**config.mk**
```make
export PLATFORM = sky130hd
export DESIGN_NAME = secuenciador_cpu_flat
export DESIGN_NICKNAME = d
export VERILOG_FILES = /design/src/rtl/secuenciador_pkg.sv /design/src/rtl/secuenciador_cpu_if.sv /design/src/rtl/pila_retorno.sv /design/src/rtl/secuenciador_cpu.sv /design/src/flat_wrapper.sv
export SDC_FILE = /design/constraint.sdc
export NUM_CORES = 1
export LEC_CHECK = 0
export ABC_AREA = 1
export ABC_CLOCK_PERIOD_IN_PS = 2500
export CAP_MARGIN = 5
export CORE_MARGIN = 10
export CORE_UTILIZATION = 45
export CTS_CLUSTER_DIAMETER = 150
export DETAILED_ROUTE_END_ITERATION = 10
export PLACE_DENSITY = 0.8
export SYNTH_ARGS = -nofsm -noshare
export SYNTH_HDL_FRONTEND = slang
export SYNTH_HIERARCHICAL = 1
export SYNTH_SLANG_ARGS = --single-unit
```
**constraint.sdc**
```tcl
create_clock -name reloj -period 2.5 [get_ports reloj]
set_input_delay 0.75 -clock reloj [delete_from_list [all_inputs] [get_ports reloj]]
set_output_delay 0.75 -clock reloj [all_outputs]
set_load 0.02 [all_outputs]
```
**src/rtl/secuenciador_pkg.sv**
```systemverilog
// Shared types and constants for the micro-CPU sequencer: opcode groups,
// special sub-codes, ALU operation codes and the FSM state type.
package secuenciador_pkg;

    typedef enum logic [1:0] {
        FETCH  = 2'd0,
        DECODE = 2'd1,
        EXEC   = 2'd2,
        HALT   = 2'd3
    } estado_t;

    // opcode[5:2] groups; 0100..1011 is the register-operand ALU range
    localparam logic [3:0] OPC_I0   = 4'b0000;
    localparam logic [3:0] OPC_I1   = 4'b0001;
    localparam logic [3:0] OPC_CMPI = 4'b0010;
    localparam logic [3:0] OPC_I3   = 4'b0011;
    localparam logic [3:0] OPC_J    = 4'b1100;
    localparam logic [3:0] OPC_JZ   = 4'b1101;
    localparam logic [3:0] OPC_JNZ  = 4'b1110;
    localparam logic [3:0] OPC_ESP  = 4'b1111;

    localparam logic [1:0] SUB_CALL = 2'b00;
    localparam logic [1:0] SUB_RET  = 2'b01;
    localparam logic [1:0] SUB_NOP  = 2'b10;
    localparam logic [1:0] SUB_HALT = 2'b11;

    localparam logic [2:0] ALU_I0  = 3'b000;
    localparam logic [2:0] ALU_I1  = 3'b010;
    localparam logic [2:0] ALU_CMP = 3'b011;
    localparam logic [2:0] ALU_I3  = 3'b110;

    // Register-operand ALU op is the group code offset by 4
    function automatic logic [2:0] op_registro(input logic [3:0] grupo);
        logic [3:0] t;
        t = grupo - 4'd4;
        return t[2:0];
    endfunction

endpackage

```
**src/rtl/secuenciador_cpu_if.sv**
```systemverilog
// Instruction-fetch handshake between the sequencer (master) and the
// instruction memory / instruction register side (slave).
interface secuenciador_cpu_if;
    logic       imem_req;
    logic       imem_ack;
    logic       ir_load;
    logic [5:0] opcode;

    modport master (output imem_req, output ir_load, input imem_ack, input opcode);
    modport slave  (input imem_req, input ir_load, output imem_ack, output opcode);
endinterface

```
**src/rtl/pila_retorno.sv**
```systemverilog
// Return-address stack for CALL/RET: PROF_PILA entries, pointer saturates
// at 0 and PROF_PILA (push when full and pop when empty are ignored).
module pila_retorno #(
    parameter int ANCHO_PC  = 10,
    parameter int PROF_PILA = 4
) (
    input  logic                reloj,
    input  logic                reset,
    input  logic                push,
    input  logic                pop,
    input  logic [ANCHO_PC-1:0] din,
    output logic [ANCHO_PC-1:0] top,
    output logic                llena,
    output logic                vacia
);
    localparam int AW = $clog2(PROF_PILA);
    localparam logic [AW:0] SP_MAX = (AW+1)'(PROF_PILA);
    localparam logic [AW:0] SP_UNO = {{AW{1'b0}}, 1'b1};

    logic [ANCHO_PC-1:0] mem_q [PROF_PILA];
    logic [ANCHO_PC-1:0] mem_d [PROF_PILA];
    logic [AW:0]         sp_q, sp_d, sp_m1_s;

    assign llena   = (sp_q == SP_MAX);
    assign vacia   = (sp_q == '0);
    assign sp_m1_s = sp_q - SP_UNO;
    assign top     = mem_q[sp_m1_s[AW-1:0]];

    // Next stack contents and pointer
    always_comb begin
        mem_d = mem_q;
        sp_d  = sp_q;
        if (push && !llena) begin
            mem_d[sp_q[AW-1:0]] = din;
            sp_d                = sp_q + SP_UNO;
        end else if (pop && !vacia) begin
            sp_d = sp_m1_s;
        end else begin
            sp_d = sp_q;
        end
    end

    // Stack state registers
    always_ff @(posedge reloj or negedge reset) begin
        if (!reset) begin
            sp_q  <= '0;
            mem_q <= '{default: '0};
        end else begin
            sp_q  <= sp_d;
            mem_q <= mem_d;
        end
    end
endmodule

```
**src/rtl/secuenciador_cpu.sv**
```systemverilog
// Multicycle FETCH/DECODE/EXEC sequencer for the micro-CPU datapath with
// zero-conditional jumps, CALL/RET through a return stack, and HALT.
module secuenciador_cpu
    import secuenciador_pkg::*;
#(
    parameter int ANCHO_PC  = 10,
    parameter int PROF_PILA = 4
) (
    input  logic                reloj,
    input  logic                reset,
    secuenciador_cpu_if.master  imem,
    input  logic                zero,
    input  logic [ANCHO_PC-1:0] pc_mas1,
    output logic                pc_load,
    output logic                s_inc,
    output logic                s_ret,
    output logic [ANCHO_PC-1:0] ret_addr,
    output logic                s_inm,
    output logic [2:0]          Op,
    output logic                we3,
    output logic                wez,
    output logic                halted,
    output logic                pila_err
);
    estado_t    estado_q, estado_d;
    logic       imem_req_q, imem_req_d;
    logic       pc_load_q, pc_load_d, s_inc_q, s_inc_d, s_ret_q, s_ret_d;
    logic       s_inm_q, s_inm_d, we3_q, we3_d, wez_q, wez_d;
    logic [2:0] op_q, op_d;
    logic       halted_q, halted_d, pila_err_q, pila_err_d;
    logic       push_q, push_d, pop_q, pop_d, fin_q, fin_d, err_q, err_d;
    logic       ir_load_s, llena_s, vacia_s;

    // A fetch only completes once our own request is visible to memory
    assign ir_load_s     = imem_req_q & imem.imem_ack;
    assign imem.ir_load  = ir_load_s;
    assign imem.imem_req = imem_req_q;

    pila_retorno #(.ANCHO_PC(ANCHO_PC), .PROF_PILA(PROF_PILA)) u_pila (
        .reloj (reloj),
        .reset (reset),
        .push  (push_q),
        .pop   (pop_q),
        .din   (pc_mas1),
        .top   (ret_addr),
        .llena (llena_s),
        .vacia (vacia_s)
    );

    // Next state; EXEC controls are decoded in DECODE so they are flop outputs in EXEC
    always_comb begin
        estado_d   = estado_q;
        imem_req_d = 1'b0;
        pc_load_d  = 1'b0;
        s_inc_d    = 1'b0;
        s_ret_d    = 1'b0;
        s_inm_d    = 1'b0;
        op_d       = 3'b000;
        we3_d      = 1'b0;
        wez_d      = 1'b0;
        push_d     = 1'b0;
        pop_d      = 1'b0;
        fin_d      = 1'b0;
        err_d      = 1'b0;
        halted_d   = halted_q;
        pila_err_d = pila_err_q;
        case (estado_q)
            FETCH: begin
                if (ir_load_s) begin
                    estado_d = DECODE;
                end else begin
                    estado_d   = FETCH;
                    imem_req_d = 1'b1;
                end
            end
            DECODE: begin
                estado_d = EXEC;
                case (imem.opcode[5:2])
                    OPC_I0:   begin op_d = ALU_I0;  s_inm_d = 1'b1; we3_d = 1'b1; wez_d = 1'b1; pc_load_d = 1'b1; s_inc_d = 1'b1; end
                    OPC_I1:   begin op_d = ALU_I1;  s_inm_d = 1'b1; we3_d = 1'b1; wez_d = 1'b1; pc_load_d = 1'b1; s_inc_d = 1'b1; end
                    OPC_CMPI: begin op_d = ALU_CMP; s_inm_d = 1'b1; wez_d = 1'b1; pc_load_d = 1'b1; s_inc_d = 1'b1; end
                    OPC_I3:   begin op_d = ALU_I3;  s_inm_d = 1'b1; we3_d = 1'b1; wez_d = 1'b1; pc_load_d = 1'b1; s_inc_d = 1'b1; end
                    OPC_J:    begin pc_load_d = 1'b1; end
                    OPC_JZ:   begin pc_load_d = 1'b1; s_inc_d = ~zero; end
                    OPC_JNZ:  begin pc_load_d = 1'b1; s_inc_d = zero; end
                    OPC_ESP: begin
                        case (imem.opcode[1:0])
                            SUB_CALL: begin
                                if (llena_s) begin
                                    fin_d = 1'b1;
                                    err_d = 1'b1;
                                end else begin
                                    push_d    = 1'b1;
                                    pc_load_d = 1'b1;
                                end
                            end
                            SUB_RET: begin
                                if (vacia_s) begin
                                    fin_d = 1'b1;
                                    err_d = 1'b1;
                                end else begin
                                    pop_d     = 1'b1;
                                    pc_load_d = 1'b1;
                                    s_ret_d   = 1'b1;
                                end
                            end
                            SUB_NOP:  begin pc_load_d = 1'b1; s_inc_d = 1'b1; end
                            default:  begin fin_d = 1'b1; end
                        endcase
                    end
                    default: begin
                        op_d      = op_registro(imem.opcode[5:2]);
                        we3_d     = 1'b1;
                        wez_d     = 1'b1;
                        pc_load_d = 1'b1;
                        s_inc_d   = 1'b1;
                    end
                endcase
            end
            EXEC: begin
                if (fin_q) begin
                    estado_d   = HALT;
                    halted_d   = 1'b1;
                    pila_err_d = pila_err_q | err_q;
                end else begin
                    estado_d   = FETCH;
                    imem_req_d = 1'b1;
                end
            end
            HALT:    begin estado_d = HALT; end
            default: begin estado_d = FETCH; end
        endcase
    end

    // State and output registers
    always_ff @(posedge reloj or negedge reset) begin
        if (!reset) begin
            estado_q   <= FETCH;
            imem_req_q <= 1'b0;
            pc_load_q  <= 1'b0;
            s_inc_q    <= 1'b0;
            s_ret_q    <= 1'b0;
            s_inm_q    <= 1'b0;
            op_q       <= 3'b000;
            we3_q      <= 1'b0;
            wez_q      <= 1'b0;
            push_q     <= 1'b0;
            pop_q      <= 1'b0;
            fin_q      <= 1'b0;
            err_q      <= 1'b0;
            halted_q   <= 1'b0;
            pila_err_q <= 1'b0;
        end else begin
            estado_q   <= estado_d;
            imem_req_q <= imem_req_d;
            pc_load_q  <= pc_load_d;
            s_inc_q    <= s_inc_d;
            s_ret_q    <= s_ret_d;
            s_inm_q    <= s_inm_d;
            op_q       <= op_d;
            we3_q      <= we3_d;
            wez_q      <= wez_d;
            push_q     <= push_d;
            pop_q      <= pop_d;
            fin_q      <= fin_d;
            err_q      <= err_d;
            halted_q   <= halted_d;
            pila_err_q <= pila_err_d;
        end
    end

    assign pc_load  = pc_load_q;
    assign s_inc    = s_inc_q;
    assign s_ret    = s_ret_q;
    assign s_inm    = s_inm_q;
    assign Op       = op_q;
    assign we3      = we3_q;
    assign wez      = wez_q;
    assign halted   = halted_q;
    assign pila_err = pila_err_q;
endmodule

```
**src/flat_wrapper.sv**
```systemverilog
// flat-port wrapper written by rule: the top's interface ports become plain ports
module secuenciador_cpu_flat import secuenciador_pkg::*;
#(
    parameter int ANCHO_PC  = 10,
    parameter int PROF_PILA = 4
)
  (reloj, reset, zero, pc_mas1, pc_load, s_inc, s_ret, ret_addr, s_inm, Op, we3, wez, halted, pila_err, imem_imem_req, imem_ir_load, imem_imem_ack, imem_opcode);
  secuenciador_cpu_if imem_i ();
  input  logic reloj;
  input  logic reset;
  input  logic zero;
  input  logic [ANCHO_PC-1:0] pc_mas1;
  output logic pc_load;
  output logic s_inc;
  output logic s_ret;
  output logic [ANCHO_PC-1:0] ret_addr;
  output logic s_inm;
  output logic [2:0] Op;
  output logic we3;
  output logic wez;
  output logic halted;
  output logic pila_err;
  output wire logic [$bits(imem_i.imem_req)-1:0] imem_imem_req;
  output wire logic [$bits(imem_i.ir_load)-1:0] imem_ir_load;
  input wire logic [$bits(imem_i.imem_ack)-1:0] imem_imem_ack;
  input wire logic [$bits(imem_i.opcode)-1:0] imem_opcode;
  assign imem_imem_req = imem_i.imem_req;
  assign imem_ir_load = imem_i.ir_load;
  assign imem_i.imem_ack = imem_imem_ack;
  assign imem_i.opcode = imem_opcode;
  secuenciador_cpu #(.ANCHO_PC(ANCHO_PC), .PROF_PILA(PROF_PILA)) u_core (.reloj(reloj), .reset(reset), .imem(imem_i), .zero(zero), .pc_mas1(pc_mas1), .pc_load(pc_load), .s_inc(s_inc), .s_ret(s_ret), .ret_addr(ret_addr), .s_inm(s_inm), .Op(Op), .we3(we3), .wez(wez), .halted(halted), .pila_err(pila_err));
endmodule
```
---- Word-level counts from Yosys, hierarchy flattened ----
Cells that the tools add are included.
storage, ports and cells
  flip-flop bits (word level) ............. 60
  output and inout port bits .............. 23
cells by class
  mux-type cells .......................... 44
  eq/ne operators ......................... 13
  reduce and logical (&&, ||, !) cells .... 15
  add/sub/neg operators ................... 3
  bitwise operators ....................... 5
  order comparisons ....................... 3
operator list
  operator                                        count
  bitwise mux 40 bit                              1
  two-way mux 10 bit                              3
  two-way mux 1 bit                               27
  binary-select mux 10 bit (select 2 bit)         1
  demux 10 bit (select 2 bit)                     1
  == test 4 bit (second input constant)           4
  one-hot mux 3 bit (4 select lines)              1
  OR reduction 5 bit                              2
  two-way mux 3 bit                               3
  == test 4 x 2 -> 1 bit (second input constant)  2
  one-hot mux 2 bit (4 select lines)              1
  OR reduction 4 bit                              2
  == test 2 bit (second input constant)           3
  >= comparator 3 bit (second input constant)     2
  NOT 2 -> 3 bit                                  2
  one-hot mux 1 bit (3 select lines)              2
  == test 2 x 1 -> 1 bit (second input constant)  2
  == test 4 x 1 -> 1 bit (second input constant)  1
  logical NOT 2 bit                               2
  logical NOT 4 bit                               1
  one-hot mux 1 bit (2 select lines)              2
  one-hot mux 1 bit (4 select lines)              1
  adder 3 x 1 -> 3 bit (second input constant)    1
  == test 3 bit (second input constant)           1
  other kinds (12)                                15

---- Longest topological paths before layout ----
Gate-level depths: netlist of run 1.
  depth in word-level cells ............... 6
  depth in mapped cells ................... 10

---- Modules after synthesis ----
The synthesis of run 1 kept the hierarchy.
modules (own cells, without submodules)
  module            cells an instance  area an instance (um^2)  instances  seq. area each (um^2)
  pila_retorno      238                2242.2                   1          1076.0
  secuenciador_cpu  75                 700.7                    1          425.4

---- Least setup slack after synthesis of run 1 ----
No wires, ideal clock.
  path type ............................... register to output
  start ................................... reg u_core.u_pila.sp_q[0]
  end ..................................... out ret_addr[0]
  buffers on the path ..................... 2
  arrival time ............................ 1675 ps
  required time ........................... 1750 ps
  stages on the path, launching flop included .. 8
  setup slack ............................. 75 ps
  cell sequence ........................... dfrtp_1 inv_1 buf_2 ha_1 inv_1 clkbuf_1 o21ai_0 o22ai_1
on the way
  cells in the longest elaborated chain, start to end .. 5
RTL lines
  item                                                    RTL line            text
  from (decl)                                             pila_retorno.sv:22  logic [AW:0] sp_q, sp_d, sp_m1_s;
  from (signal assigned)                                  pila_retorno.sv:49  sp_q <= sp_d;
  subtractor 3 x 1 -> 3 bit                               pila_retorno.sv:26  assign sp_m1_s = sp_q - SP_UNO;
  NOT 2 -> 3 bit (not written as such)                    pila_retorno.sv:27  assign top = mem_q[sp_m1_s[AW-1:0]];
  binary-select mux 10 bit (select 2 bit)                 pila_retorno.sv:27
  two-way mux 10 bit (not written as such) (2 in series)  pila_retorno.sv:27
  to (decl)                                               flat_wrapper.sv:16  output logic [ANCHO_PC-1:0] ret_addr;
Every way passes these cells. The select of a mux whose other input is x is not followed.

---- Worst setup path in the final report of run 1 ----
  start ................................... reg u_core.u_pila.sp_q[0]
  end ..................................... out ret_addr[8]
The elaborated chain is that of the path after synthesis.

==> results of run 1 <==
-- cells in the mapped netlist, drive strengths merged --
cell    count
nand2      76
o21ai      62
dfrtp      60
nor2       35
inv        34
buf        11
nand3      10
o22ai      10
ha          5
clkbuf      3
a21oi       2
a31o        1
and2        1
nand3b      1
o21bai      1
xor2        1
-- cell families after synthesis --
| family | count (synthesis) |
|---|---|
| AOI/OAI and AO/OA | 76 |
| xor gates and xnor gates | 1 |
| adders and majority gates | 5 |
| buffers and inverters | 48 |
| DFF | 60 |
| and+or+nand+nor | 123 |
-- metal layers --
layer / GRT usage, % / share of wire (%)
met3: 5.90 / 9.1
met2: 18.9 / 44
met4: 7.28 / 2.0
met1: 14.9 / 45
met5: 0 / 0
-- sequential cells by signal, indices dropped and copies added (netlist names) --
signal                count
u_core/pila_err           1
u_core/u_pila/sp_q        3
u_core/u_pila/mem_q      40
u_core/wez                1
u_core/s_inm              1
u_core/s_inc              1
u_core/estado_q           2
u_core/push_q             1
u_core/pop_q              1
u_core/we3                1
u_core/pc_load            1
u_core/Op                 3
u_core/halted             1
u_core/imem.imem_req      1
u_core/fin_q              1
u_core/err_q              1
-- power breakdown --
group          total (mW)  switching, mW  internal [mW]  leakage [nW]
clock               0.696          0.347          0.349        0.0800
combinational        1.49          0.898          0.592          1.01
sequential           1.23         0.0947           1.13         0.627
-- repair_timing --
action,in CTS,in global routing
setup endpoints to repair,11,10
pin swaps,0,1
resized for setup,41,8
hold buffers,0,0
-- metrics by stage --
stage / utilization, % / total power, mW
after global routing: 55.6 / 3.66
after CTS: 55.3 / 3.39
after detailed placement: 53.7 / 2.81
after global placement: 53.7 / 2.77
final: 55.6 / 3.41
after floorplan: - / 2.10
-- layout make-up --
class / count / area (um2) / share of cell area, %
Inverter: 34 / 135 / 3.82
Timing Repair Buffer: 52 / 464 / 13.1
Clock buffer: 12 / 135 / 3.82
Tap cell: 77 / 96.3 / 2.73
Multi-Input combinational cell: 205 / 1190 / 33.6
Sequential cell: 60 / 1500 / 42.5
Clock inverter: 3 / 15.0 / 0.425
-- path summary, 6_finish.rpt --
| kind | startpoint | end |
|---|---|---|
| min reg2reg | u_core/u_pila/mem_q[15]$_DFFE_PN0P_ | u_core/u_pila/mem_q[15]$_DFFE_PN0P_ |
| max reg2reg | u_core/u_pila/sp_q[0]$_DFFE_PN0P_ | u_core/u_pila/mem_q[7]$_DFFE_PN0P_ |
| max in group asynchronous | reset | u_core/u_pila/mem_q[15]$_DFFE_PN0P_ |
| max | u_core/u_pila/sp_q[0]$_DFFE_PN0P_ | ret_addr[8] |
| min | reset | u_core/u_pila/mem_q[11]$_DFFE_PN0P_ |
| min in group reloj | u_core/u_pila/mem_q[15]$_DFFE_PN0P_ | u_core/u_pila/mem_q[15]$_DFFE_PN0P_ |
==> reports/qor.json, run 1 <==
{
  "sta": {
    "hold_ws_ns": 0.422,
    "final_period_minus_worst_setup_slack_ns": 2.39,
    "final_hold_viol_count": 0,
    "max-slew-margin-rel_pct": 74.2,
    "grt_setup_unrepaired": "no",
    "finalClockSkew_ns": 0.00687,
    "post-route-period-util_pct": 95.7,
    "finalSetupViolCount": 0,
    "max_slew.worst_pin.slew_ns": 0.386,
    "timing.setup.tns_ns": 0,
    "slew_viol_final": 0,
    "maxClockFrequency_mhz": 418,
    "final_critical_path_setup_slack_ns": 0.109
  },
  "critical_path": {
    "arrival_ns": 1.64,
    "cpLargestDelayFamily": "buffers and inverters",
    "path_cells": "inv_2 > ha_4 > inv_2 > buf_4 > o21ai_0 > o22ai_1 > buf_2",
    "critical-path-max-stage-delay_ns": 0.39,
    "critical_path.endpoint_type": "output pin",
    "critical-path-slowest-cell": "dfrtp_1",
    "reg2reg_setup_slack_ns": 1.02,
    "critical_path.n_buffers_inverters": 4,
    "critPathKind": "flop to output pin",
    "crit_path_max_fanout": 4,
    "cp_data_required_time_ns": 1.75,
    "crit_top_cell": "inv_2",
    "cp-start-kind": "flop",
    "reg2regPathDepth": 5,
    "critical_path_depth": 7
  },
  "clock_network": {
    "cts-htree-levels": 3,
    "clkSlewWorstSetupHoldPaths_ns": 0.06,
    "tritoncts.num_buffers": 9,
    "clock_path_buffers": 2,
    "tritoncts_clock_tree": "done",
    "clock_sinks": 60,
    "postCtsSetupBuffers": 0,
    "clk-insertion-delay-late_ns": 0.33,
    "clockRootBuffer": "clkbuf_8"
  },
  "synth": {
    "syn-mean-instance-area_um2": 9.40,
    "number_of_warnings_reported_in_the_yosys_synthesis_log": 6,
    "muxShareOfSynthArea_pct": 0,
    "synth_adder_area_share_pct": 2.13,
    "synth-seq-cells": 60,
    "syn-cell-area_um2": 2940,
    "synth_nets": 338,
    "synth_sequential_area_ratio_pct": 51.0,
    "synth-compound-area-share_pct": 17.4,
    "post-synth-top-area-fraction_pct": 51.0,
    "synth_top_family_by_area": "simple AND/OR/NAND/NOR gates",
    "syn-instance-count": 313,
    "yosys.area_share.xor_xnor_pct": 0.298,
    "synth_largest_area_cell": "dfrtp_1",
    "post_synth_main_area_contributors": "dfrtp_1 51%, o21ai_2 8.9%, nand2_1 6.4%",
    "synthSimpleGateAreaFrac_pct": 20.1,
    "netlist-cell-type-count": 28
  },
  "final_layout": {
    "fill_cells": 555,
    "post_layout_nonfiller_instances": 443,
    "mostFrequentLayoutCells": "60 x dfrtp_1, 50 x nand2_1, 31 x nor2_1",
    "num_antenna_cells": 0,
    "area_growth_syn_to_layout_pct": 20.1,
    "finalInstanceArea_um2": 3530,
    "layout.nets": 387,
    "final_common_cell": "dfrtp_1",
    "proportion_of_layout_cells_with_a_drive_suffix_above_1_pct": 28.1
  },
  "worst_hold_path": {
    "worst_hold_path_type": "input pin to async pin"
  },
  "global_route": {
    "grt-ovfl-total": 0,
    "number_of_antenna_violations_at_the_first_check_in_global_routing": 0,
    "via_count_of_the_first_global_routing_pass": 2284,
    "global_route.usage.total_pct": 12.8,
    "grt_start_max_net_pins": 61,
    "grt_first_pass_wirelength_mm": 10.4
  },
  "route": {
    "detail-route-antenna-nets": 0,
    "vias_per_cell": 4.88,
    "drt_wl_total_mm": 6.00,
    "drtPass1Iterations": 4,
    "detail_route.iter0.violations": 98,
    "avgRoutedWirePerCell_um": 13.5,
    "route.detailed.drc": 0,
    "detailroute.via_count": 2164
  },
  "placed_design": {
    "total_instance_count_after_detailed_placement": 428,
    "gp_congestion": 0.753,
    "place_worst_setup_slack_ns": -0.179,
    "io_buffer_count": 42,
    "placed_cell_area_um2": 3410,
    "dpl.hpwl_mm": 4.04
  },
  "die": {
    "rows": 29,
    "die-height_um": 101,
    "starting_utilization_of_the_core_area_pct": 46.3,
    "die_span_x_um": 101,
    "io_pins": 43,
    "fp.coreArea_um2": 6350,
    "total_die_area_um2": 10200
  },
  "power_and_ir_drop": {
    "power.leakage_nw": 1.72,
    "vdd.ir_drop.worst_uv": 610,
    "pd_cells_nw_per_um2": 966
  },
  "outcome": {
    "outcome": "finished clean"
  },
  "flow_run": {
    "drv.max_cap_violation_count": 0
  }
}
Power figures use the tool's default switching activity.
==> run 2, diff against run 1 <==
RECOVER_POWER = 100   (was unset)
==> reports/qor.json, run 2 (synthesized netlist as in run 1, its figures left out) <==
{
  "placed_design": {
    "placed_cell_area_um2": 3410,
    "io_buffer_count": 42,
    "place_worst_setup_slack_ns": -0.179,
    "gp_congestion": 0.753,
    "dpl.hpwl_mm": 4.04
  },
  "die": {
    "rows": 29,
    "io_pins": 43,
    "die_span_x_um": 101,
    "fp.coreArea_um2": 6350,
    "die-height_um": 101,
    "starting_utilization_of_the_core_area_pct": 46.3,
    "total_die_area_um2": 10200
  },
  "clock_network": {
    "clock_path_buffers": 2,
    "clkSlewWorstSetupHoldPaths_ns": 0.06,
    "postCtsSetupBuffers": 0,
    "clockRootBuffer": "clkbuf_8",
    "clock_sinks": 60,
    "clk-insertion-delay-late_ns": 0.34,
    "tritoncts_clock_tree": "done",
    "cts-htree-levels": 3,
    "tritoncts.num_buffers": 9,
    "post_cts_hold_buffer_count": 0
  },
  "final_layout": {
    "layout.nets": 387,
    "mostFrequentLayoutCells": "60 x dfrtp_1, 57 x o21ai_0, 55 x nand2_1",
    "largest_register_ffs": 40,
    "fill_cells": 599,
    "top_register": "u_core/u_pila/mem_q",
    "final_common_cell": "dfrtp_1",
    "area_growth_syn_to_layout_pct": 14.7,
    "finalInstanceArea_um2": 3380,
    "num_antenna_cells": 0,
    "proportion_of_layout_cells_with_a_drive_suffix_above_1_pct": 18.9
  },
  "global_route": {
    "grt_first_pass_wirelength_mm": 10.4,
    "grt_start_max_net_pins": 61,
    "via_count_of_the_first_global_routing_pass": 2284,
    "grt-ovfl-total": 0,
    "number_of_antenna_violations_at_the_first_check_in_global_routing": 0,
    "global_route.usage.total_pct": 12.8
  },
  "route": {
    "vias_per_cell": 4.91,
    "detailroute.via_count": 2177,
    "route.detailed.drc": 0,
    "avgRoutedWirePerCell_um": 13.7,
    "drtPass1Iterations": 4,
    "detail-route-antenna-nets": 0,
    "drt_wl_total_mm": 6.05,
    "detail_route.iter0.violations": 112
  },
  "sta": {
    "maxClockFrequency_mhz": 415,
    "slew_viol_final": 0,
    "final_hold_viol_count": 0,
    "finalSetupViolCount": 0,
    "final_period_minus_worst_setup_slack_ns": 2.41,
    "post-route-period-util_pct": 96.4,
    "max-slew-margin-rel_pct": 4.13,
    "finalClockSkew_ns": 0.00814,
    "max_slew.worst_pin.slew_ns": 1.44,
    "final_critical_path_setup_slack_ns": 0.0894,
    "grt_setup_unrepaired": "no"
  },
  "outcome": {
    "outcome": "finished clean"
  },
  "power_and_ir_drop": {
    "pd_cells_nw_per_um2": 991,
    "vdd.ir_drop.worst_uv": 581,
    "power.leakage_nw": 1.69
  },
  "critical_path": {
    "cp_data_required_time_ns": 1.75,
    "cp-start-kind": "flop",
    "critPathKind": "flop to output pin",
    "crit_path_max_fanout": 11,
    "arrival_ns": 1.66,
    "critical_path.endpoint_type": "output pin"
  },
  "worst_hold_path": {
    "worst_hold_path_type": "flop to flop"
  },
  "flow_run": {
    "drv.max_cap_violation_count": 0
  }
}
[run 2: cell types whose count changed in the layout (fill, tap and decap cells not counted), sizes merged]
| cell | before | now |
|---|---|---|
| clkbuf | 12 | 21 |
| dlygate4sd3 | 0 | 14 |
| clkdlybuf4s50 | 30 | 16 |
| buf | 21 | 12 |
[run 2: final timing paths]
| check | start | to | slack (ns) | depth (start not counted) |
|---|---|---|---|---|
| worst max-delay path | u_core/u_pila/sp_q[0]$_DFFE_PN0P_ | ret_addr[8] | 0.09 | 6 |
| min in group asynchronous | reset | u_core/u_pila/mem_q[11]$_DFFE_PN0P_ | 0.85 | 2 |
| worst max register to register | u_core/u_pila/sp_q[0]$_DFFE_PN0P_ | u_core/u_pila/mem_q[6]$_DFFE_PN0P_ | 0.59 | 4 |
| worst min register to register | u_core/halted$_DFFE_PN0P_ | u_core/halted$_DFFE_PN0P_ | 0.48 | 1 |
| worst min-delay path | u_core/halted$_DFFE_PN0P_ | u_core/halted$_DFFE_PN0P_ | 0.48 | 1 |
| max in group asynchronous | reset | u_core/u_pila/mem_q[10]$_DFFE_PN0P_ | 0.79 | 2 |
[run 2: layout make-up]
| class | instances | area, um2 | area share (%) |
|---|---|---|---|
| repair buffers | 52 | 447 | 13.2 |
| multi-input cells | 205 | 1050 | 31.0 |
| well taps | 77 | 96.3 | 2.85 |
| flip-flops and latches | 60 | 1500 | 44.5 |
| clock inverters | 3 | 15.0 | 0.445 |
| inverters | 34 | 135 | 4.00 |
| clock buffers | 12 | 135 | 4.00 |
[run 2: where the power goes]
part | switching (mW) | leakage (nW) | internal [mW] | total [mW]
logic | 0.873 | 0.984 | 0.546 | 1.42
registers | 0.0920 | 0.627 | 1.13 | 1.22
clock network | 0.351 | 0.0800 | 0.349 | 0.701
total | 1.32 | 1.69 | 2.03 | 3.34
[run 2: timing repair]
item                       in CTS  in global routing
resized for setup              41                  8
pin swaps                       0                  1
setup endpoints to repair      11                 10
[run 2: worst max-delay path, stage by stage, from the launching register on]
cell      delay (ns)
dfrtp_1         0.37
inv_2           0.06
ha_4            0.27
buf_6           0.14
o21ai_0         0.08
o22ai_1         0.20
clkbuf_2        0.21
[run 2: metal layers]
layer	share of wire, %	wire [um]	track usage (%)	vias to the layer above
met4	2.0	121	7.28	0
met3	8.9	536	5.90	10
met1	45	2720	14.9	1014
li1	-	-	-	1107
met5	0	0	0	-
met2	44	2670	18.9	46
[run 2: metrics by stage]
stage | TNS [ns] | total power [mW] | utilization (%) | cells | hold WS (ns)
2_1_floorplan | 0 | 2.10 | - | 313 | 0.449
3_3_place_gp | -0.239 | 2.77 | 53.7 | 428 | 0.457
3_5_place_dp | -0.645 | 2.81 | 53.7 | 428 | 0.462
4_1_cts | 0 | 3.39 | 55.3 | 443 | 0.419
5_1_grt | 0 | 3.59 | 53.2 | 443 | 0.502
6_report | 0 | 3.34 | 53.2 | 443 | 0.477
==> run 3, diff against run 2 <==
PLACE_DENSITY = 0.68   (was 0.8)
==> reports/qor.json, run 3 (synthesized netlist as in run 1, its figures left out) <==
{
  "final_layout": {
    "finalInstanceArea_um2": 3620,
    "layout.nets": 388,
    "mostFrequentLayoutCells": "60 x dfrtp_1, 51 x nand2_1, 31 x nor2_1",
    "proportion_of_layout_cells_with_a_drive_suffix_above_1_pct": 27.7,
    "largest_register_ffs": 40,
    "top_register": "u_core/u_pila/mem_q",
    "area_growth_syn_to_layout_pct": 22.9,
    "num_antenna_cells": 0,
    "post_layout_nonfiller_instances": 445,
    "layout.core_utilization_pct": 57.0,
    "final_common_cell": "dfrtp_1"
  },
  "sta": {
    "maxClockFrequency_mhz": 413,
    "final_critical_path_setup_slack_ns": 0.0779,
    "slew_viol_final": 0,
    "finalSetupViolCount": 0,
    "post-route-period-util_pct": 96.9,
    "finalClockSkew_ns": 0.00604,
    "max-slew-margin-rel_pct": 12.9,
    "hold_ws_ns": 0.479,
    "final_hold_viol_count": 0,
    "timing.setup.tns_ns": 0,
    "final_period_minus_worst_setup_slack_ns": 2.42,
    "max_slew.worst_pin.slew_ns": 1.31
  },
  "critical_path": {
    "cp_data_required_time_ns": 1.75,
    "arrival_ns": 1.67,
    "path_cells": "inv_1 > ha_4 > inv_2 > buf_4 > o21ai_0 > o22ai_1 > buf_4",
    "critical_path.endpoint_type": "output pin",
    "critPathKind": "flop to output pin",
    "cp-start-kind": "flop",
    "crit_top_cell": "buf_4",
    "critical-path-max-stage-delay_ns": 0.38,
    "crit_path_max_fanout": 5,
    "end_of_the_worst_register_to_register_path": "u_core/u_pila/mem_q[5]$_DFFE_PN0P_",
    "reg2regPathDepth": 6,
    "reg2reg_setup_slack_ns": 0.96,
    "critical-path-slowest-cell": "dfrtp_1",
    "worst_r2r_startpoint": "u_core/u_pila/sp_q[0]$_DFFE_PN0P_"
  },
  "global_route": {
    "grt-ovfl-total": 0,
    "global_route.usage.total_pct": 13.3,
    "via_count_of_the_first_global_routing_pass": 2291,
    "number_of_antenna_violations_at_the_first_check_in_global_routing": 0,
    "grt_first_pass_wirelength_mm": 10.9,
    "grt_start_max_net_pins": 39
  },
  "clock_network": {
    "clockRootBuffer": "clkbuf_8",
    "tritoncts_clock_tree": "done",
    "cts-htree-levels": 3,
    "clkSlewWorstSetupHoldPaths_ns": 0.06,
    "tritoncts.num_buffers": 9,
    "clock_path_buffers": 2,
    "clk-insertion-delay-late_ns": 0.33,
    "clock_sinks": 60
  },
  "die": {
    "total_die_area_um2": 10200,
    "rows": 29,
    "io_pins": 43,
    "fp.coreArea_um2": 6350,
    "die_span_x_um": 101,
    "die-height_um": 101,
    "starting_utilization_of_the_core_area_pct": 46.3
  },
  "route": {
    "detail_route.iter0.violations": 68,
    "vias_per_cell": 4.93,
    "avgRoutedWirePerCell_um": 14.5,
    "route.detailed.drc": 0,
    "detailroute.via_count": 2192,
    "detail-route-antenna-nets": 0,
    "drtPass1Iterations": 6,
    "drt_wl_total_mm": 6.44
  },
  "placed_design": {
    "dpl.hpwl_mm": 4.24,
    "gp_congestion": 0.788,
    "place_worst_setup_slack_ns": -0.167,
    "placed_cell_area_um2": 3400,
    "total_instance_count_after_detailed_placement": 427,
    "io_buffer_count": 42
  },
  "worst_hold_path": {
    "min_from": "u_core/u_pila/mem_q[11]$_DFFE_PN0P_",
    "hold-path-endpoint": "u_core/u_pila/mem_q[11]$_DFFE_PN0P_",
    "worst_hold_path_type": "flop to flop",
    "min_path_cells": 2
  },
  "outcome": {
    "outcome": "finished clean"
  },
  "power_and_ir_drop": {
    "fin_total_pwr_mw": 3.75,
    "vdd.ir_drop.worst_uv": 543,
    "power.leakage_nw": 1.76,
    "pd_cells_nw_per_um2": 1040
  },
  "flow_run": {
    "drv.max_cap_violation_count": 0
  }
}
run 3: changes by cell type in the layout (fill, tap and decap cells not counted), sizes merged:
cell / previous run / this run
bufinv: 0 / 2
buf: 12 / 21
clkbuf: 21 / 14
clkinv: 3 / 1
clkdlybuf4s50: 16 / 30
dlygate4sd3: 14 / 0
run 3: timing repair:
item                       in CTS  in global routing
setup endpoints to repair      11                  9
gates cloned                    0                  1
setup buffers                   0                  1
hold buffers                    0                  0
gates resized for setup        41                 11
pin swaps                       0                  3
run 3: per-layer routing:
metal | vias up | GRT usage, % | share of wire, %
met5 | - | 0 | 0
met4 | 0 | 4.89 | 1.3
met3 | 9 | 6.58 | 8.2
met2 | 51 | 20.5 | 45
met1 | 1033 | 15.7 | 46
li1 | 1099 | - | -
run 3: worst max path at each step:
stage	cells past startpoint	slack, ns	startpoint	endpoint
2_1_floorplan	7	0.08	u_core/u_pila/sp_q[0]$_DFFE_PN0P_	ret_addr[0]
3_3_place_gp	4	-0.16	imem_imem_ack	imem_ir_load
3_5_place_dp	4	-0.17	imem_imem_ack	imem_ir_load
4_1_cts	6	0.03	u_core/u_pila/sp_q[0]$_DFFE_PN0P_	ret_addr[8]
5_1_grt	7	-0.00008	u_core/u_pila/sp_q[0]$_DFFE_PN0P_	ret_addr[2]
6_report	7	0.08	u_core/u_pila/sp_q[0]$_DFFE_PN0P_	ret_addr[8]
run 3: power breakdown:
group / switching (mW) / internal, mW / leakage (nW)
clock: 0.373 / 0.619 / 0.114
sequential: 0.0915 / 1.13 / 0.627
combinational: 0.915 / 0.624 / 1.02
total: 1.38 / 2.37 / 1.76
run 3: worst max-delay path, delay by kind of cell (launching register included):
| kind | cells | cell delay (ns) |
|---|---|---|
| adders and majority gates | 1 | 0.23 |
| buffers and inverters | 4 | 0.48 |
| DFF | 1 | 0.38 |
| AOI/OAI and AO/OA | 2 | 0.24 |
run 3: area by class of cell:
type | count | area [um2]
Inverter | 34 | 135
Sequential cell | 60 | 1500
Tap cell | 77 | 96.3
Clock buffer | 13 | 159
Multi-Input combinational cell | 205 | 1180
Fill cell | 586 | 2730
Clock inverter | 3 | 68.8
Timing Repair Buffer | 53 | 478
